`src/rtl/uart_rx_ring_pkg.sv`:
```
// Shared UART parameters: default word size, ring depth, bit period and the
// receive FSM state encoding. Used by both the RX front end and the ring.
package uart_rx_ring_pkg;

  localparam int WORD_SIZE_p    = 8;
  localparam int RX_RING_SIZE_p = 8;
  localparam int CLKS_PER_BIT_p = 434;  // 50 MHz / 115200 baud

  typedef enum logic [2:0] {
    IDLE      = 3'd0,
    START     = 3'd1,
    DATA      = 3'd2,
    PARITY    = 3'd3,
    STOP      = 3'd4,
    WAIT_IDLE = 3'd5
  } rx_state_e;

endpackage

```
`src/rtl/uart_ring_fifo.sv`:
```
// Power-of-two ring buffer shared by the UART RX and TX paths.
// Head/tail wrap naturally; a push and a pop on the same edge both succeed,
// even when full. A push into a full ring without a pop is dropped and
// reported through a one-cycle overflow pulse.
module uart_ring_fifo #(
  parameter int WIDTH = 8,
  parameter int DEPTH = 8
) (
  input  logic             clk,
  input  logic             rst,
  input  logic             push,
  input  logic [WIDTH-1:0] push_data,
  input  logic             pop,
  output logic [WIDTH-1:0] head_data,
  output logic             not_empty,
  output logic             overflow
);

  localparam int AW = $clog2(DEPTH);
  localparam int CW = AW + 1;
  localparam logic [AW-1:0] PTR_ONE  = AW'(1);
  localparam logic [CW-1:0] CNT_ONE  = CW'(1);
  localparam logic [CW-1:0] CNT_FULL = CW'(DEPTH);

  logic [WIDTH-1:0] ring_mem [DEPTH];
  logic [AW-1:0]    head_q, head_d;
  logic [AW-1:0]    tail_q, tail_d;
  logic [CW-1:0]    count_q, count_d;
  logic             not_empty_q, not_empty_d;
  logic             overflow_q, overflow_d;
  logic             pop_ok, push_ok;

  // Pointer, occupancy and status next-state.
  always_comb begin
    // NOTE: every variable gets a default first so no path leaves it unassigned (no latches).
    head_d      = head_q;
    tail_d      = tail_q;
    count_d     = count_q;
    pop_ok      = pop && not_empty_q;
    push_ok     = push && ((count_q != CNT_FULL) || pop_ok);
    overflow_d  = push && !push_ok;
    if (pop_ok)  head_d = head_q + PTR_ONE;
    if (push_ok) tail_d = tail_q + PTR_ONE;
    case ({push_ok, pop_ok})
      2'b10:   count_d = count_q + CNT_ONE;
      2'b01:   count_d = count_q - CNT_ONE;
      default: count_d = count_q;
    endcase
    not_empty_d = (count_d != '0);
  end

  // Control state register.
  always_ff @(posedge clk or negedge rst) begin
    if (!rst) begin
      head_q      <= '0;
      tail_q      <= '0;
      count_q     <= '0;
      not_empty_q <= 1'b0;
      overflow_q  <= 1'b0;
    end else begin
      head_q      <= head_d;
      tail_q      <= tail_d;
      count_q     <= count_d;
      not_empty_q <= not_empty_d;
      overflow_q  <= overflow_d;
    end
  end

  // Word storage.
  // NOTE: storage is not reset; occupancy gates visibility, so stale words are never seen.
  always_ff @(posedge clk) begin
    if (push_ok) ring_mem[tail_q] <= push_data;
  end

  assign head_data = not_empty_q ? ring_mem[head_q] : '0;
  assign not_empty = not_empty_q;
  assign overflow  = overflow_q;

endmodule

```
`src/rtl/uart_rx_ring.sv`:
```
// UART receiver feeding a ring buffer read by the host.
// Optional feature: define UART_RX_PARITY_EN to add one even-parity bit
// between the data bits and the stop bit; otherwise parity_err is tied low.
module uart_rx_ring
  import uart_rx_ring_pkg::*;
#(
  parameter int WORD_SIZE    = WORD_SIZE_p,
  parameter int CLKS_PER_BIT = CLKS_PER_BIT_p,
  parameter int RX_RING_SIZE = RX_RING_SIZE_p
) (
  input  logic                 clk,
  input  logic                 rst,
  input  logic                 rx,
  input  logic                 read_nic,
  output logic [WORD_SIZE-1:0] data_out,
  output logic                 read_nic_i,
  output logic                 frame_err,
  output logic                 overflow,
  output logic                 parity_err
);

  localparam int TW = $clog2(CLKS_PER_BIT);
  localparam int BW = $clog2(WORD_SIZE + 1);
  localparam logic [TW-1:0] HALF_TICK = TW'(CLKS_PER_BIT / 2 - 1);
  localparam logic [TW-1:0] FULL_TICK = TW'(CLKS_PER_BIT - 1);
  localparam logic [TW-1:0] TIMER_ONE = TW'(1);
  localparam logic [BW-1:0] BIT_ONE   = BW'(1);
  localparam logic [BW-1:0] BIT_LAST  = BW'(WORD_SIZE - 1);

  logic                 sync_q, rxs_q, rxs_prev_q;
  rx_state_e            state_q, state_d;
  logic [TW-1:0]        timer_q, timer_d;
  logic [BW-1:0]        bit_cnt_q, bit_cnt_d;
  logic [WORD_SIZE-1:0] shift_q, shift_d;
  logic                 frame_err_q, frame_err_d;
  logic                 push;
  logic                 tick_full;

  // Two-flop synchronizer plus one delayed copy for falling-edge detection.
  // NOTE: these reset to 1 (line idle) so leaving reset never looks like a start edge by itself.
  always_ff @(posedge clk or negedge rst) begin
    if (!rst) begin
      sync_q     <= 1'b1;
      rxs_q      <= 1'b1;
      rxs_prev_q <= 1'b1;
    end else begin
      sync_q     <= rx;
      rxs_q      <= sync_q;
      rxs_prev_q <= rxs_q;
    end
  end

`ifdef UART_RX_PARITY_EN
  logic parity_bad_q, parity_bad_d;
  logic parity_err_q, parity_err_d;
`endif

  // Receive FSM: next state, bit timer, shift register and error strobes.
  always_comb begin
    state_d     = state_q;
    timer_d     = timer_q + TIMER_ONE;
    bit_cnt_d   = bit_cnt_q;
    shift_d     = shift_q;
    frame_err_d = 1'b0;
    push        = 1'b0;
    tick_full   = (timer_q == FULL_TICK);
`ifdef UART_RX_PARITY_EN
    parity_bad_d = parity_bad_q;
    parity_err_d = 1'b0;
`endif
    case (state_q)
      IDLE: begin
        timer_d = '0;
        if (rxs_prev_q && !rxs_q) state_d = START;
      end
      START: begin
        if (timer_q == HALF_TICK) begin
          timer_d   = '0;
          bit_cnt_d = '0;
          state_d   = rxs_q ? IDLE : DATA;  // high at mid-start is a glitch
        end
      end
      DATA: begin
        if (tick_full) begin
          timer_d                = '0;
          shift_d                = shift_q >> 1;
          shift_d[WORD_SIZE-1]   = rxs_q;  // LSB arrives first
          bit_cnt_d              = bit_cnt_q + BIT_ONE;
          if (bit_cnt_q == BIT_LAST) begin
`ifdef UART_RX_PARITY_EN
            state_d = PARITY;
`else
            state_d = STOP;
`endif
          end
        end
      end
`ifdef UART_RX_PARITY_EN
      PARITY: begin
        if (tick_full) begin
          timer_d      = '0;
          parity_bad_d = ((^shift_q) != rxs_q);  // even parity over data + parity bit
          state_d      = STOP;
        end
      end
`endif
      STOP: begin
        if (tick_full) begin
          timer_d = '0;
`ifdef UART_RX_PARITY_EN
          parity_err_d = parity_bad_q;
          parity_bad_d = 1'b0;
          push         = rxs_q && !parity_bad_q;
`else
          push         = rxs_q;
`endif
          frame_err_d = !rxs_q;
          state_d     = rxs_q ? IDLE : WAIT_IDLE;
        end
      end
      WAIT_IDLE: begin
        timer_d = '0;
        if (rxs_q) state_d = IDLE;
      end
      default: begin
        timer_d = '0;
        state_d = IDLE;
      end
    endcase
  end

  // FSM state register.
  always_ff @(posedge clk or negedge rst) begin
    if (!rst) begin
      state_q     <= IDLE;
      timer_q     <= '0;
      bit_cnt_q   <= '0;
      shift_q     <= '0;
      frame_err_q <= 1'b0;
    end else begin
      state_q     <= state_d;
      timer_q     <= timer_d;
      bit_cnt_q   <= bit_cnt_d;
      shift_q     <= shift_d;
      frame_err_q <= frame_err_d;
    end
  end

`ifdef UART_RX_PARITY_EN
  // Parity flag and its one-cycle error strobe.
  always_ff @(posedge clk or negedge rst) begin
    if (!rst) begin
      parity_bad_q <= 1'b0;
      parity_err_q <= 1'b0;
    end else begin
      parity_bad_q <= parity_bad_d;
      parity_err_q <= parity_err_d;
    end
  end
  assign parity_err = parity_err_q;
`else
  assign parity_err = 1'b0;
`endif

  uart_ring_fifo #(
    .WIDTH (WORD_SIZE),
    .DEPTH (RX_RING_SIZE)
  ) u_ring (
    .clk       (clk),
    .rst       (rst),
    .push      (push),
    .push_data (shift_q),
    .pop       (read_nic),
    .head_data (data_out),
    .not_empty (read_nic_i),
    .overflow  (overflow)
  );

  assign frame_err = frame_err_q;

endmodule

```
`config.mk`:
```
export PLATFORM = sky130hd
export DESIGN_NAME = uart_rx_ring
export DESIGN_NICKNAME = d
export VERILOG_FILES = /design/src/rtl/uart_rx_ring_pkg.sv /design/src/rtl/uart_ring_fifo.sv /design/src/rtl/uart_rx_ring.sv
export SDC_FILE = /design/constraint.sdc
export NUM_CORES = 1
export LEC_CHECK = 0
export ABC_AREA = 0
export BUFFER_PORTS_ARGS = -buffer_cell sky130_fd_sc_hd__buf_2
export CAP_MARGIN = 10
export CORE_ASPECT_RATIO = 0.75
export CORE_UTILIZATION = 60
export DETAILED_ROUTE_END_ITERATION = 10
export GPL_TIMING_DRIVEN = 0
export PLACE_DENSITY_LB_ADDON = 0.2
export RECOVER_POWER = 50
export SETUP_SLACK_MARGIN = 0.02
export SLEW_MARGIN = 25
export SYNTH_ARGS = -nofsm -noshare
export SYNTH_HDL_FRONTEND = slang
export SYNTH_HIERARCHICAL = 1
export SYNTH_SLANG_ARGS = --single-unit
```
`constraint.sdc`:
```
create_clock -name clk -period 6.04 [get_ports clk]
set_clock_uncertainty 0.15 [all_clocks]
set_input_delay 0.302 -clock clk [delete_from_list [all_inputs] [get_ports clk]]
set_output_delay 0.302 -clock clk [all_outputs]
set_load 0.01 [all_outputs]
```
Yosys cells after proc, flatten, opt, wreduce, memory -nomap -nowiden
Memory sizes are Yosys's and may differ from the RTL's.
Cells that the tools add are included.
{ "op_classes": {"muxes": 23, "addsub": 6, "reduce_logical": 14, "eq_ne": 16} }
{ "op_table": {"columns": ["cell", "count"], "rows": [
  ["$mux 3", 7],
  ["$mux 9", 2],
  ["$pmux 9 s2", 1],
  ["$pmux 4 s2", 2],
  ["$pmux 3 s5", 1],
  ["$ne 2x2->1 const B", 6],
  ["$add 9x1->9 const B", 1],
  ["$eq 9x8->1 const B", 1],
  ["$eq 9x9->1 const B", 1],
  ["$add 4x1->4 const B", 2],
  ["$mux 4", 2],
  ["$mux 8", 1],
  ["$add 3x1->3 const B", 2],
  ["$eq 3x3->1 const B", 2],
  ["$mux 1", 6],
  ["$reduce_and 6->1", 1],
  ["$eq 4x3->1 const B", 1],
  ["$logic_and 1x1->1", 4],
  ["$ne 4x4->1 const B", 1],
  ["$reduce_bool 4->1", 1],
  ["$sub 4x1->4 const B", 1],
  ["$eq 3x1->1 const B", 1],
  ["$eq 3x2->1 const B", 1],
  ["$logic_not 3->1", 1],
  ["9 further kinds", 10]
]} }
{ "word_totals": {"n_memories": 1, "input_bits": 4, "ram_bits": 64, "reg_bits": 40, "output_inout_bits": 12, "elab_cells": 73} }
{ "memory_table": {"columns": ["name", "depth", "word_bits", "read_ports", "rd_clocked_by_memory_dff", "write_ports", "line", "rtl"], "rows": [
  ["u_ring.ring_mem", 8, 8, 1, 0, 1, "uart_ring_fifo.sv:25", "logic [WIDTH-1:0] ring_mem [DEPTH];"]
]} }

Longest topological paths before layout
{ "logic_depth": {"word_depth": 7, "mapped_depth": 12, "depth_no_buf": 12} }

Cells and area by module
Netlist, hierarchy kept.
{ "by_module_without_submodules": {"columns": ["mod", "seq_area_each_um2", "area_per_inst_um2", "cells_each", "instances"], "rows": [
  ["uart_ring_fifo", 2222.1, 3109.2, 166, 1],
  ["uart_rx_ring", 704.4, 1360.1, 116, 1]
]} }

Least setup slack after synthesis
OpenSTA, ideal clock, no wires.
{ "synth_timing": {"kind": "register -> register", "startpoint": "register timer_q[1]", "endpoint": "memory u_ring.ring_mem[0][0], enable pin", "n_path_buf": 0, "setup_slack_ps": 3102, "path_stages_with_launch": 9, "required_ps": 5507, "arrival_ps": 2405, "cell_sequence": "dfrtp_1 -> inv_1 -> ha_1 -> nand4bb_1 -> nor3_1 -> and3_1 -> a21boi_0 -> nand2b_1 -> nor3_1"} }
{ "synth_via": {"elab_chain_len": 6} }
{ "synth_rtl": {"columns": ["item", "line", "rtl"], "rows": [
  ["start, declared", "uart_rx_ring.sv:32", "logic [TW-1:0] timer_q, timer_d;"],
  ["start signal, assigned", "uart_rx_ring.sv:142", "timer_q <= timer_d;"],
  ["$eq 9x9->1", "uart_rx_ring.sv:66", "tick_full = (timer_q == FULL_TICK);"],
  ["$mux 1", "uart_rx_ring.sv:108", "if (tick_full) begin"],
  ["$mux 1", "uart_rx_ring.sv:71", "case (state_q)"],
  ["via push", "uart_rx_ring.sv:36", "logic push;"],
  ["$logic_and 1x1->1", "uart_ring_fifo.sv:40", "push_ok = push && ((count_q != CNT_FULL) || pop_ok);"],
  ["$mux 1", "uart_ring_fifo.sv:72", "if (push_ok) ring_mem[tail_q] <= push_data;"],
  ["$mux 1 (implied by the code)", "uart_ring_fifo.sv:72", null],
  ["end, declared", "uart_ring_fifo.sv:25", null]
]} }
The timed path passes the listed nets, and every way through them passes these cells.

Worst setup path in the final report
{ "layout_timing": {"startpoint": "register timer_q[1]", "endpoint": "memory u_ring.ring_mem[5][3], enable pin"} }
Same word-level chain as after synthesis.

==> metrics.yaml <==
worst_setup_path:
  path_max_fanout: 8
  arrival_ns: 3.43
  critPathKind: "reg2reg"
  crit_chain: "inv_1 -> ha_1 -> nand4bb_1 -> nor3_1 -> and3_1 -> a21boi_0 -> nand2_1 -> nor2_1"
  cp-end-kind: "flip-flop"
  cp_slowest_stage_delay_ns: 0.84
  crit_buf_inv: 1
  cp_slowest_cell: "nor2_1"
  critPathRequiredTime_ns: 5.88
  cp-start-kind: "flip-flop"
  cp_top_family: "simple AND/OR/NAND/NOR gates"
timing:
  finalSetupViolCount: 0
  finalSetupTns_ns: 0
  slew_violations: 41
  fmax_mhz: 279
  hold_viol: 0
  postLayoutSetupSlackWorst_ns: 2.45
  fin_crit_sh_pct: 59.4
  period_needed_ns: 3.59
  slew_headroom_pct: -45.5
  rsz0062_at_grt: "false"
  tightest_slew_ns: 2.18
placed_design:
  place_congestion: 0.748
  dp_slack_ns: 2.53
  portBuffers: 14
  dp_hpwl_um: 4990
layout:
  areaGrowthSynthToFinish_pct: 10.7
  nets: 320
  final_common_cell: "edfxtp_1"
  final_cell_mix: "64 x edfxtp_1, 37 x dfrtp_1, 25 x nor2_1"
  drive_gt1_share_pct: 22.9
  diodes: 0
synthesis:
  async_flop_share_pct: 38.5
  syn_avg_cell_area_sq_um: 15.8
  synth.net_count: 293
  ys_seq_area_share_pct: 65.5
  yosys.area_share.simple_pct: 10.2
  synthesis.area_sq_um: 4470
  synth_top_family_by_area: "multiplexers"
  synth_edf_count: 64
  ys_types: 55
  synth-compound-area-share_pct: 3.70
  synthMuxAreaShare_pct: 13.7
  ys_warn_count: 6
  synthXorXnorAreaFrac_pct: 3.14
  synthFlopType: "edfxtp_1"
  synth-seq-cells: 104
  netlist_instances: 282
  synthAdderAreaFrac_pct: 1.96
grt:
  overflow: 0
  grt_max_degree: 41
  grt_pass1_wl_um: 12500
  antenna_found_initial: 0
  grt_usage_pct: 22.7
  grt_pass1_vias: 2373
route:
  wl_per_cell_um: 18.9
  drc: 0
  ant_nets: 0
  vias: 2399
  drt_iter0_drc: 137
  viasPerCell: 5.82
  drt_first_pass_iters: 5
  wl_um: 7810
clock_network:
  cts-root-buf: "clkbuf_8"
  cts_sinks: 104
  cts_tree: "yes"
  cts.repair.resized: 0
  clk-insertion-delay-late_ns: 0.37
  clock_path_buffers: 2
  cts_buffers: 9
  cts.clk_slew.worst_paths_ns: 0.09
  htreeDepth: 3
pwr:
  power_switching_w: 0.000320
  p_per_area_nw_per_um2: 295
  combinationalPowerShare_pct: 8.7
  swShare_pct: 21.9
  p_seq_share_pct: 54.2
  irDropWorstVdd_mv: 0.216
  clockPowerShare_pct: 37.1
  intPower_w: 0.00114
  p_leak_nw: 2.04
die:
  die-area_sq_um: 7800
  start_util_pct: 63.9
  row_count: 26
  core_area_sq_um: 6990
  die_x_um: 102
  die_y_um: 76.7
  pin_count: 16
hold_path:
  worstHoldPathType: "in2reg"
job:
  drv_cap: 1
status:
  failed_checks: "max-capacitance violations, max-slew violations"
  status: "complete, but fails checks"
[cell families (layout without fill, tap and decap cells)]
logic type | count (synthesis) | in the layout
buf+inv | 15 | 47
simple gates | 82 | 82
mux | 37 | 37
flops | 104 | 104
other cells | 1 | 1
xor+xnor | 16 | 16
fa+ha+maj | 7 | 7
compound gates | 20 | 20
[metrics by stage]
stage          util (%)  cell area, sq um  cells  hold WS [ns]  power (W)
6_report           70.8              4950    412         0.114    0.00146
4_1_cts            70.8              4950    412         0.104    0.00147
5_1_grt            70.8              4950    412         0.119    0.00151
3_3_place_gp       66.7              4660    394         0.196   0.000931
3_5_place_dp       66.8              4670    394         0.205   0.000933
2_1_floorplan         -              4470    282        -0.144   0.000900
[routing by layer]
layer  global-route usage [%]  wire length, um
met1                     32.6             3720
met2                     33.2             3590
met3                     6.11              329
met4                     9.13              167
met5                        0                0
[flip-flops by register name, indices dropped and copies added, names as in the netlist]
name / count
u_ring/not_empty: 1
u_ring/ring_mem: 64
u_ring/count_q: 4
state_q: 3
rxs_q: 1
bit_cnt_q: 4
u_ring/overflow: 1
shift_q: 8
u_ring/head_q: 3
u_ring/tail_q: 3
rxs_prev_q: 1
frame_err: 1
sync_q: 1
timer_q: 9
[worst register-to-register path, cell delays in order, from the launching register on]
cell and delay (ns):
dfrtp_1 0.41, inv_1 0.09, ha_1 0.14, nand4bb_1 0.21, nor3_1 0.31, and3_1 0.29
a21boi_0 0.53, nand2_1 0.24, nor2_1 0.84
[power groups by stage]
stage	sequential [W]	combinational [W]	clock, W
global placement	0.000806	0.000125	0
detailed placement	0.000806	0.000127	0
global route	0.000795	0.000140	0.000577
finish	0.000792	0.000127	0.000542
CTS	0.000792	0.000129	0.000552
floorplan	0.000799	0.000100	0
[synthesized netlist by cell type (2+ instances only)]
library cell	count	area, sq um
dfrtp_1	37	926
inv_1	5	18.8
clkbuf_1	3	11.3
edfxtp_1	64	1920
dfstp_2	3	78.8
buf_2	3	15.0
a21o_1	2	15.0
nand4b_1	2	17.5
nand3_1	6	30.0
o21ai_0	2	10.0
a21oi_1	2	10.0
and2_1	2	12.5
buf_6	2	22.5
xnor2_1	11	96.3
ha_1	7	87.6
o22ai_1	2	12.5
nor3_1	6	30.0
mux4_2	16	360
xor2_1	5	43.8
nand2_1	11	41.3
nor2_1	25	93.8
nor2b_1	10	62.6
a21boi_0	2	15.0
nor3b_1	2	15.0
mux2_2	4	45.0
mux2_4	7	105
or3b_2	2	17.5
nand2b_1	3	18.8
mux2i_1	10	100
[what timing repair did]
item,in CTS,in global routing
endpoints found under the hold margin,38,0
setup buffers,0,0
hold buffers,2,0
[area by class of cell]
cell class                      count  area, sq um
Sequential cell                   104         2930
Fill cell                         455         2050
Multi-Input combinational cell    163         1470
Clock buffer                       11          131
Clock inverter                      5          129
Tap cell                           98          123
Timing Repair Buffer               16         86.3
Buffer                             10         60.1
Inverter                            5         18.8
[worst paths after layout]
path | from | to | slack, ns | cells past startpoint
worst min register to register | sync_q | rxs_q | 0.22 | 0
max in group asynchronous | rst | u_ring/tail_q[2] | 3.54 | 2
worst max-delay path | timer_q[1] | u_ring/ring_mem[5][3] | 2.45 | 8
worst min-delay path | read_nic | u_ring/head_q[0] | 0.11 | 3
min in group asynchronous | rst | timer_q[4] | 0.96 | 2
worst max register to register | timer_q[1] | u_ring/ring_mem[5][3] | 2.45 | 8
(Power assumes the default switching activity.)
